### config.mk
export PLATFORM = sky130hd
export DESIGN_NAME = masked_share_encoder
export DESIGN_NICKNAME = d
export VERILOG_FILES = /design/src/rtl/masking_pkg.sv /design/src/rtl/mask_lfsr.sv /design/src/rtl/masked_share_encoder.sv
export SDC_FILE = /design/constraint.sdc
export NUM_CORES = 1
export LEC_CHECK = 0
export ABC_AREA = 1
export ABC_CLOCK_PERIOD_IN_PS = 1600
export CAP_MARGIN = 20
export CORE_MARGIN = 4
export CORE_UTILIZATION = 50
export CTS_BUF_LIST = sky130_fd_sc_hd__clkbuf_16
export DETAILED_ROUTE_END_ITERATION = 12
export GPL_TIMING_DRIVEN = 0
export PLACE_DENSITY = 0.83
export RECOVER_POWER = 50
export SYNTH_ARGS = -nofsm -noshare
export SYNTH_HDL_FRONTEND = slang
export SYNTH_SLANG_ARGS = --single-unit
### constraint.sdc
create_clock -name clk -period 1.6 [get_ports clk]
set_input_delay 0.32 -clock clk [delete_from_list [all_inputs] [get_ports clk]]
set_output_delay 0.32 -clock clk [all_outputs]
set_load 0.01 [all_outputs]
### src/rtl/masking_pkg.sv
// rtl/masking_pkg.sv - shared types and constants for the masked share encoder
package masking_pkg;

  localparam int          LFSR_W            = 16;
  localparam logic [15:0] LFSR_TAPS         = 16'hB400;
  localparam logic [15:0] LFSR_DEFAULT_SEED = 16'hACE1;

  typedef enum logic [1:0] {
    UNSEEDED = 2'd0,
    IDLE     = 2'd1,
    OUT      = 2'd2
  } enc_state_t;

endpackage

### src/rtl/mask_lfsr.sv
// rtl/mask_lfsr.sv - right-shifting Galois LFSR mask PRNG with 4-step unrolled advance
module mask_lfsr
  import masking_pkg::*;
#(
  parameter int W = masking_pkg::LFSR_W
) (
  input  logic         clk,
  input  logic         rst,
  input  logic         load,
  input  logic [W-1:0] seed,
  input  logic         advance,
  output logic [W-1:0] state
);

  localparam logic [W-1:0] TAPS     = W'(LFSR_TAPS);
  localparam logic [W-1:0] DEF_SEED = W'(LFSR_DEFAULT_SEED);

  logic [W-1:0] next4;
  logic [W-1:0] load_value;

  // Four chained Galois steps, so one accept consumes four fresh mask bits
  always_comb begin
    next4 = state;
    for (int i = 0; i < 4; i++) begin
      next4 = (next4 >> 1) ^ (next4[0] ? TAPS : '0);
    end
  end

  // An all-zero seed would lock the LFSR, so substitute the default seed
  always_comb begin
    load_value = (seed == '0) ? DEF_SEED : seed;
  end

  // Reset beats load, load beats advance; otherwise hold
  always_ff @(posedge clk) begin
    if (rst) begin
      state <= DEF_SEED;
    end else if (load) begin
      state <= load_value;
    end else if (advance) begin
      state <= next4;
    end
  end

endmodule

### src/rtl/masked_share_encoder.sv
// rtl/masked_share_encoder.sv - splits three plain bits into registered 2-share masked form
module masked_share_encoder
  import masking_pkg::*;
#(
  parameter int LFSR_W = masking_pkg::LFSR_W
) (
  input  logic              clk,
  input  logic              rst,
  input  logic              i_seed_valid,
  input  logic [LFSR_W-1:0] i_seed,
  input  logic              i_A,
  input  logic              i_B,
  input  logic              i_C,
  input  logic              i_valid,
  output logic              o_ready,
  output logic              o_A0,
  output logic              o_A1,
  output logic              o_B0,
  output logic              o_B1,
  output logic              o_C0,
  output logic              o_C1,
  output logic              o_rN,
  output logic              o_valid,
  input  logic              i_ready,
  output logic [7:0]        o_count
);

  enc_state_t        state;
  logic              accept;
  logic [LFSR_W-1:0] lfsr_state;

  // Seed loading blocks accepts; the single output slot frees only as it drains
  always_comb begin
    o_ready = 1'b0;
    if (!i_seed_valid) begin
      o_ready = (state == IDLE) || ((state == OUT) && i_ready);
    end
    accept = i_valid && o_ready;
  end

  mask_lfsr #(
    .W(LFSR_W)
  ) u_lfsr (
    .clk     (clk),
    .rst     (rst),
    .load    (i_seed_valid),
    .seed    (i_seed),
    .advance (accept),
    .state   (lfsr_state)
  );

  // Control FSM plus registered shares; plain inputs only ever reach a register XORed with a mask
  always_ff @(posedge clk) begin
    if (rst) begin
      state   <= UNSEEDED;
      o_valid <= 1'b0;
      o_count <= 8'd0;
      o_A0    <= 1'b0;
      o_A1    <= 1'b0;
      o_B0    <= 1'b0;
      o_B1    <= 1'b0;
      o_C0    <= 1'b0;
      o_C1    <= 1'b0;
      o_rN    <= 1'b0;
    end else begin
      if (o_valid && i_ready) begin
        o_count <= o_count + 8'd1;
      end

      if (accept) begin
        o_A0 <= lfsr_state[0];
        o_A1 <= i_A ^ lfsr_state[0];
        o_B0 <= lfsr_state[1];
        o_B1 <= i_B ^ lfsr_state[1];
        o_C0 <= lfsr_state[2];
        o_C1 <= i_C ^ lfsr_state[2];
        o_rN <= lfsr_state[3];
      end

      case (state)
        UNSEEDED: begin
          if (i_seed_valid) begin
            state <= IDLE;
          end
        end
        IDLE: begin
          if (accept) begin
            state   <= OUT;
            o_valid <= 1'b1;
          end
        end
        OUT: begin
          if (accept) begin
            state   <= OUT;
            o_valid <= 1'b1;
          end else if (i_ready) begin
            state   <= IDLE;
            o_valid <= 1'b0;
          end
        end
        default: begin
          state   <= UNSEEDED;
          o_valid <= 1'b0;
        end
      endcase
    end
  end

endmodule

---- After elaboration in Yosys (flattened, before gate mapping) ----
Index checks and enable logic that the tools add are counted.
word-level totals
  register bits ........................... 34
  bits of input ports ..................... 24
  output and inout port bits .............. 17
  word-level logic and storage cells ...... 51
operators by class
  add/subtract/negate cells ............... 1
  eq/ne operators ......................... 5
  mux-type cells .......................... 17
  bitwise logic cells ..................... 8
  reductions and logical operators ........ 9
operator list
  operator               number
  $mux W16               7
  $xor A15 B16 Y16       4
  $logic_not A16 Y1      1
  $add A8 B1 Y8 const B  1
  $mux W2                4
  $pmux W2 S3            1
  $reduce_and A3 Y1      2
  $mux W1                4
  $ne A2 B2 Y1 const B   2
  $logic_and A1 B1 Y1    3
  $ne A3 B3 Y1 const B   1
  $pmux W1 S3            1
  $xor A1 B1 Y1          3
  $eq A2 B1 Y1 const B   1
  $eq A2 B2 Y1 const B   1
  $logic_not A2 Y1       1
  $reduce_bool A2 Y1     1
  $logic_or A1 B1 Y1     1
  $not A1 Y1             1

---- Depth between registers and ports, before layout ----
Gate-level depths: netlist of the first run.
  word-level depth ........................ 10
  mapped depth ............................ 11
  depth with buffers taken out ............ 11

---- Cells and area by module ----
From an unflattened synthesis of the first run, not the netlist that was laid out.
unflattened totals
  cells, all modules ...................... 266
  area, all modules ....................... 1848.0 µm²
modules (own cells, without submodules)
  module                instances  cells an instance  area an instance (µm²)  sequential area each (µm²)
  masked_share_encoder  1          131                943.4                   360.3
  mask_lfsr             1          135                904.6                   320.3

---- Least setup slack after synthesis of the first run ----
Ideal clock, no wire load.
  path type ............................... register to register
  start point ............................. register state[0]
  end point ............................... register u_lfsr.state[13]
  library setup time ...................... 0.127 ns
  arrival time ............................ 1.264 ns
  data required time ...................... 1.473 ns
  setup slack ............................. 0.209 ns
  cell stages (with the launch flop) ...... 10
  buffers on the path ..................... 1
  clock period less this slack ............ 1.391 ns
  cells stage by stage .................... dfxtp_1 inv_1 ha_1 nand2_1 nand2_1 nand3_4 inv_2 buf_6 a21oi_1 o211ai_1
between the ends
  longest elaborated chain between the ends .. 6
  elaborated cells between the ends (all ways) .. 7
  classes of those cells .................. eq/ne: 2; mux: 1; reduce/logical: 4
RTL lines
  what                              line                        text
  from (decl)                       masked_share_encoder.sv:28  enc_state_t state;
  from (signal assigned)            masked_share_encoder.sv:55  state <= UNSEEDED;
  from (signal assigned)            masked_share_encoder.sv:83  state <= IDLE;
  from (signal assigned)            masked_share_encoder.sv:88  state <= OUT;
  $eq A2 B2 Y1                      masked_share_encoder.sv:36  o_ready = (state == IDLE) || ((state == OUT) && i_ready);
  $logic_and A1 B1 Y1               masked_share_encoder.sv:36
  $logic_or A1 B1 Y1 (*)            masked_share_encoder.sv:36
  $mux W1 (*)                       masked_share_encoder.sv:35  if (!i_seed_valid) begin
  $logic_and A1 B1 Y1 (*)           masked_share_encoder.sv:38  accept = i_valid && o_ready;
  $reduce_bool A2 Y1 (no line) (*)  --
  to (signal assigned)              mask_lfsr.sv:39             state <= load_value;
  to (signal assigned)              mask_lfsr.sv:41             state <= next4;
  to (decl)                         mask_lfsr.sv:12             output logic [W-1:0] state
Mark *: on every way between the ends. The rest lies on a longest branch, timed or not.
A chain may end at the register's enable or synchronous reset.

---- Worst setup path in the final report of the first run ----
  start point ............................. register o_count[4]
  end point ............................... output o_count[4]
RTL lines
  what                    line                        text
  from (decl)             masked_share_encoder.sv:25  output logic [7:0] o_count
  from (signal assigned)  masked_share_encoder.sv:67  o_count <= o_count + 8'd1;
No word-level cell between the ends.

==> out/metrics.cfg, run 1 <==
[power_and_ir_drop]
p_leak_nw=1.06
power_switching_mw=0.915
p_clk_share_pct=30.5
power.density_mw_per_mm2=1180
p_comb_share_pct=32.7
switching_share_pct=32.0
p_total_mw=2.86
peakVddDrop_mv=0.846
pwr-share-seq_pct=36.7
p_int_mw=1.95

[die]
initial_core_util_pct=53.0
io_pins=41
rows=21
dieWidth_um=68.2
die_h_um=68.2
core_sq_mm=0.00342
die_area_sq_mm=0.00465

[timing]
relSlewSlack_pct=62.9
finClkSkew_ps=3.95
setup_ws_ps=60.0
finalHoldViolations=0
min_period_ps=1540
max_freq_ghz=0.649
tns_ps=0
rsz0062_at_grt=no
worst_slew_pin_slew_ps=557
report.final.slew_viol_count=0
finalSetupViolations=0
post-route-period-util_pct=96.2

[clock_network]
clock_latency_ps=270
cts_max_level=2
clk_pin_slew_worst_paths_ps=50
cts_tree=built
numClockSinks=34
max-clock-path-buffers=2
cts_made_buffers=5
cts_hold_buf=0
cts_root_buf=clkbuf_16

[place]
dp_slack_ps=-458
dp_hpwl_um=3300
dp.cells=349
numPortBuffers=40
gp_congestion=0.898

[synth]
synth.most_common_cell=nand2_1
ys_types=28
synthCells=263
yosysWarnings=0
yosys_register_bits=34
synth_area_sq_mm=0.00181
synth_common_cells=nand2_1 (72), nor2_1 (37), dfxtp_1 (34)
seq_area_frac_synth_pct=37.6
syn_nets=292
yosys.area.top_type_share_pct=37.6
ys.flop_type=dfxtp_1
synth_area_leaders=dfxtp_1 (38%), nand2_1 (15%), a21oi_1 (8.0%)
synth.avg_cell_area_sq_um=6.89
ys_async_sr_fraction_pct=0
synth_top_cell_by_area=dfxtp_1
synth-edff-count=0

[critical_path]
crit_family=buffers and inverters
rrSetupSlack_ps=160
cp.arrival_ps=1220
r2r_start=state[1]
cp_max_fo=5
worstSetupEndpoint=o_count[4]
rr_worst_depth=10
startpoint=o_count[4]
r2r_end=u_lfsr.state[11]
critPathBufInv=1
crit_cells=1
critPathLaunchType=flip-flop
path_cells=clkdlybuf4s50_1
slowest_stage=clkdlybuf4s50_1
cp_slowest_stage_delay_ps=560
required_ps=1280
cp-end-kind=output pin
crit_type=flip-flop to output pin

[global_routing]
grt_max_degree=11
grt_usage_pct=21.3
grt.overflow.total=0
grt_antenna_before_repair=0
grt_pass1_vias=1616
grt_pass1_wl_um=7340

[layout]
drive_above_1_share_pct=9.94
nets=341
fin_util_pct=70.9
fin_cells=358
syn2layout_area_growth_pct=33.7
diodes=0

[detailed_routing]
wirelength_um=4560
dr.pass1.iters=4
wire_per_inst_um=12.7
detail_route.iter0.violations=110
drc=0
via_per_inst=5.09
vias=1822
ant_nets=0

[job]
maxCapViolCount=0

[outcome]
status=finished, final reports clean

[min_path]
hp-class=flip-flop to flip-flop

==> state kept, by name, indices dropped and copies added, names as in the netlist <==
signal and flops:
o_A1 1, o_C0 1, o_C1 1, o_B1 1
u_lfsr.state 16, o_B0 1, state 2, o_valid 1
o_A0 1, o_count 8, o_rN 1
==> how the worst min path moves through the flow <==
stage                                from               to  slack (ps)  cells after the start
after floorplan           u_lfsr.state[7]  u_lfsr.state[7]         430                      2
after global placement    u_lfsr.state[7]  u_lfsr.state[7]         440                      2
after detailed placement  u_lfsr.state[7]  u_lfsr.state[7]         460                      2
after CTS                            o_A0             o_A0         470                      2
after global routing                 o_C0             o_C0         490                      2
final                                o_A0             o_A0         470                      2
==> final cells by class <==
type	count	area [sq um]
inverter	31	116
timing repair buffer	42	409
buffer	10	75.1
fill	276	993
multi-input combinational	188	948
sequential	34	683
clock buffer	5	125
clock inverter	2	7.51
tap	46	57.6
==> cell usage in the layout (no fill, tap or decap), drive strengths merged, types with 8 or more instances in the layout <==
cell            n
nand2          74
clkbuf          9
clkdlybuf4s50  37
dfxtp          34
buf             9
a21oi          29
nor2           38
o21ai          12
xnor2           8
inv            33
==> cell families (layout without fill, tap and decap cells) <==
group / Yosys count / count (layout) / share of synthesized area (%)
fa+ha+maj: 5 / 5 / 3.45
buf+inv: 41 / 90 / 10.3
simple gates: 126 / 126 / 29.3
compound gates: 46 / 46 / 13.7
xor+xnor: 11 / 11 / 5.73
flops: 34 / 34 / 37.6
==> per-stage QoR <==
step | hold slack [ps] | area [sq um]
floorplan | 433 | 1810
global placement | 442 | 2270
detailed placement | 458 | 2270
CTS | 466 | 2410
global route | 490 | 2420
finish | 467 | 2420
==> timing repair <==
action / in CTS / in global routing
gates resized for setup: 8 / 6
endpoints found under the setup margin: 1 / 3
pin swaps: 0 / 2
buffers inserted: 1 / 1
==> layer usage <==
metal / GRT usage (%) / share of wire, % / vias to the layer above
met4: 8.19 / 1.5 / 0
met3: 3.94 / 5.0 / 7
li1: - / - / 931
met5: 0 / 0 / -
met1: 28.6 / 45 / 845
met2: 33.6 / 49 / 39
==> power groups by stage <==
stage          Combinational, mW  Clock [mW]  Sequential, mW
2_1_floorplan              0.581           0            1.07
3_3_place_gp               0.868           0            1.05
3_5_place_dp               0.884           0            1.06
4_1_cts                    0.908       0.886            1.04
5_1_grt                     1.05       0.924            1.06
6_report                   0.937       0.873            1.05
Note: power is estimated with default switching activity, not from simulation.
==> run 2, diff against run 1 <==
--- a/config.mk
+++ b/config.mk
@@ -8,13 +8,14 @@
 export ABC_AREA = 1
 export ABC_CLOCK_PERIOD_IN_PS = 1600
 export CAP_MARGIN = 20
+export CORE_ASPECT_RATIO = 1.4
 export CORE_MARGIN = 4
 export CORE_UTILIZATION = 50
 export CTS_BUF_LIST = sky130_fd_sc_hd__clkbuf_16
 export DETAILED_ROUTE_END_ITERATION = 12
-export GPL_TIMING_DRIVEN = 0
 export PLACE_DENSITY = 0.83
 export RECOVER_POWER = 50
+export SKIP_LAST_GASP = 1
 export SYNTH_ARGS = -nofsm -noshare
 export SYNTH_HDL_FRONTEND = slang
 export SYNTH_SLANG_ARGS = --single-unit
==> run 2 against run 1 <==
- non-clock buffer count grew 7
- clock skew is 2.6 ps higher
- maximum frequency increased by 0.20%
- sequential share of layout area is 1.1 points lower
- first-iteration DRC count down 47%
- sequential power hardly changed
==> out/metrics.cfg, run 2 (synthesis gave the netlist of run 1 again) <==
[global_routing]
grt.overflow.total=0
grt_antenna_before_repair=0
grt_pass1_wl_um=7500
grt_pass1_vias=1787
grt_max_degree=22
grt_usage_pct=21.2

[detailed_routing]
wire_per_inst_um=12.8
wirelength_um=4600
highest_layer=met4
detail_route.iter0.violations=58
dr.pass1.iters=4
wl_met3_um=232
ant_nets=0
wl_met1_um=1790
vias=1777
drc=0
wl_met2_um=2480
via_per_inst=4.96

[timing]
tns_ps=0
report.final.slew_viol_count=0
rsz0062_at_grt=yes
finalSetupViolations=0
finClkSkew_ps=6.55
worst_slew_pin_slew_ps=445
relSlewSlack_pct=70.3
finalHoldViolations=0
post-route-period-util_pct=96.1
max_freq_ghz=0.651
min_period_ps=1540

[layout]
multiInputGateArea_sq_um=982
regArea_sq_um=682
drive_above_1_share_pct=14.5
diodes=0
syn2layout_area_growth_pct=38.7
nets=348
registers.top_by_ff_count=u_lfsr.state
final_common_cell=nand2_1
largest_reg_flops=16
final_cell_mix=nand2_1 (70), clkdlybuf4s50_1 (38), nor2_1 (37)
n_fill_cell=270
top_regs=u_lfsr.state: 16 flops, o_count: 8 flops, state: 2 flops
fin_util_pct=73.0

[power_and_ir_drop]
switching_share_pct=32.4
pwr-share-seq_pct=35.2
power_switching_mw=0.974
power.density_mw_per_mm2=1200
p_leak_nw=1.09
p_clk_share_pct=29.3
p_comb_share_pct=35.5
peakVddDrop_mv=1.05
p_int_mw=2.04

[critical_path]
crit_cells=1
slowest_stage=clkdlybuf4s50_1
r2r_start=state[1]
critPathBufInv=1
rr_worst_depth=10
startpoint=o_count[4]
path_cells=clkdlybuf4s50_1
cp_slowest_stage_delay_ps=560
rrSetupSlack_ps=70
critPathLaunchType=flip-flop
r2r_end=u_lfsr.state[14]
crit_type=flip-flop to output pin
cp_max_fo=5
cp-end-kind=output pin
required_ps=1280
cp.arrival_ps=1220
crit_family=buffers and inverters
worstSetupEndpoint=o_count[4]

[clock_network]
cts_max_level=2
cts_tree=built
max-clock-path-buffers=2
cts_hold_buf=0
cts_root_buf=clkbuf_16
clk_pin_slew_worst_paths_ps=50
numClockSinks=34
cts_made_buffers=5
clock_latency_ps=280

[die]
initial_core_util_pct=52.7
die_h_um=79.2
dieWidth_um=58.9
core_sq_mm=0.00344
rows=25
io_pins=41
die_area_sq_mm=0.00466

[job]
maxCapViolCount=0

[outcome]
status=finished, final reports clean

[place]
numPortBuffers=40
dp_hpwl_um=3320
gp_congestion=0.890

[min_path]
hp-class=flip-flop to flip-flop

-- run 2: worst min-delay path by stage --
stage                    start              end  cells after the start
6_report                  o_A0             o_A0                      2
5_1_grt                   o_A0             o_A0                      2
4_1_cts        u_lfsr.state[7]  u_lfsr.state[7]                      2
3_5_place_dp   u_lfsr.state[7]  u_lfsr.state[7]                      2
3_3_place_gp   u_lfsr.state[7]  u_lfsr.state[7]                      2
2_1_floorplan  u_lfsr.state[7]  u_lfsr.state[7]                      2
-- run 2: cell type report --
type | count | share of cell area [%]
clock buffers | 5 | 4.98
clock inverters | 1 | 0.149
inverters | 31 | 4.93
multi-input cells | 188 | 39.1
flip-flops and latches | 34 | 27.1
well taps | 40 | 1.99
repair buffers | 59 | 21.7
-- run 2: what timing repair did --
item / 4_1_cts / 5_1_grt
setup buffers: 0 / 1
gates cloned: 0 / 0
resized for setup: 5 / 18
setup endpoints to repair: 1 / 18
endpoints found under the hold margin: 0 / 0
pin swaps: 0 / 1
-- run 2: stage by stage --
| stage | std cells | area [sq um] | hold slack (ps) | total power, mW | setup slack, ps |
|---|---|---|---|---|---|
| floorplan | 263 | 1810 | 433 | 1.65 | 209 |
| global placement | 351 | 2340 | 441 | 2.02 | -348 |
| detailed placement | 351 | 2340 | 456 | 2.04 | -342 |
| CTS | 357 | 2470 | 467 | 2.94 | -10.7 |
| global route | 358 | 2510 | 481 | 3.20 | -25.1 |
| finish | 358 | 2510 | 464 | 3.01 | 63.1 |
-- run 2: metal layers --
metal | GRT usage, % | vias up
met5 | 0 | -
li1 | - | 936
met2 | 39.4 | 49
met1 | 21.5 | 783
met3 | 5.20 | 9
met4 | 9.30 | 0
-- run 2: power by group through the flow --
| stage | Sequential [mW] | Clock [mW] | Combinational [mW] |
|---|---|---|---|
| 6_report | 1.06 | 0.881 | 1.07 |
| 4_1_cts | 1.06 | 0.898 | 0.988 |
| 2_1_floorplan | 1.07 | 0 | 0.581 |
| 3_3_place_gp | 1.07 | 0 | 0.950 |
| 3_5_place_dp | 1.07 | 0 | 0.970 |
| 5_1_grt | 1.07 | 0.927 | 1.20 |
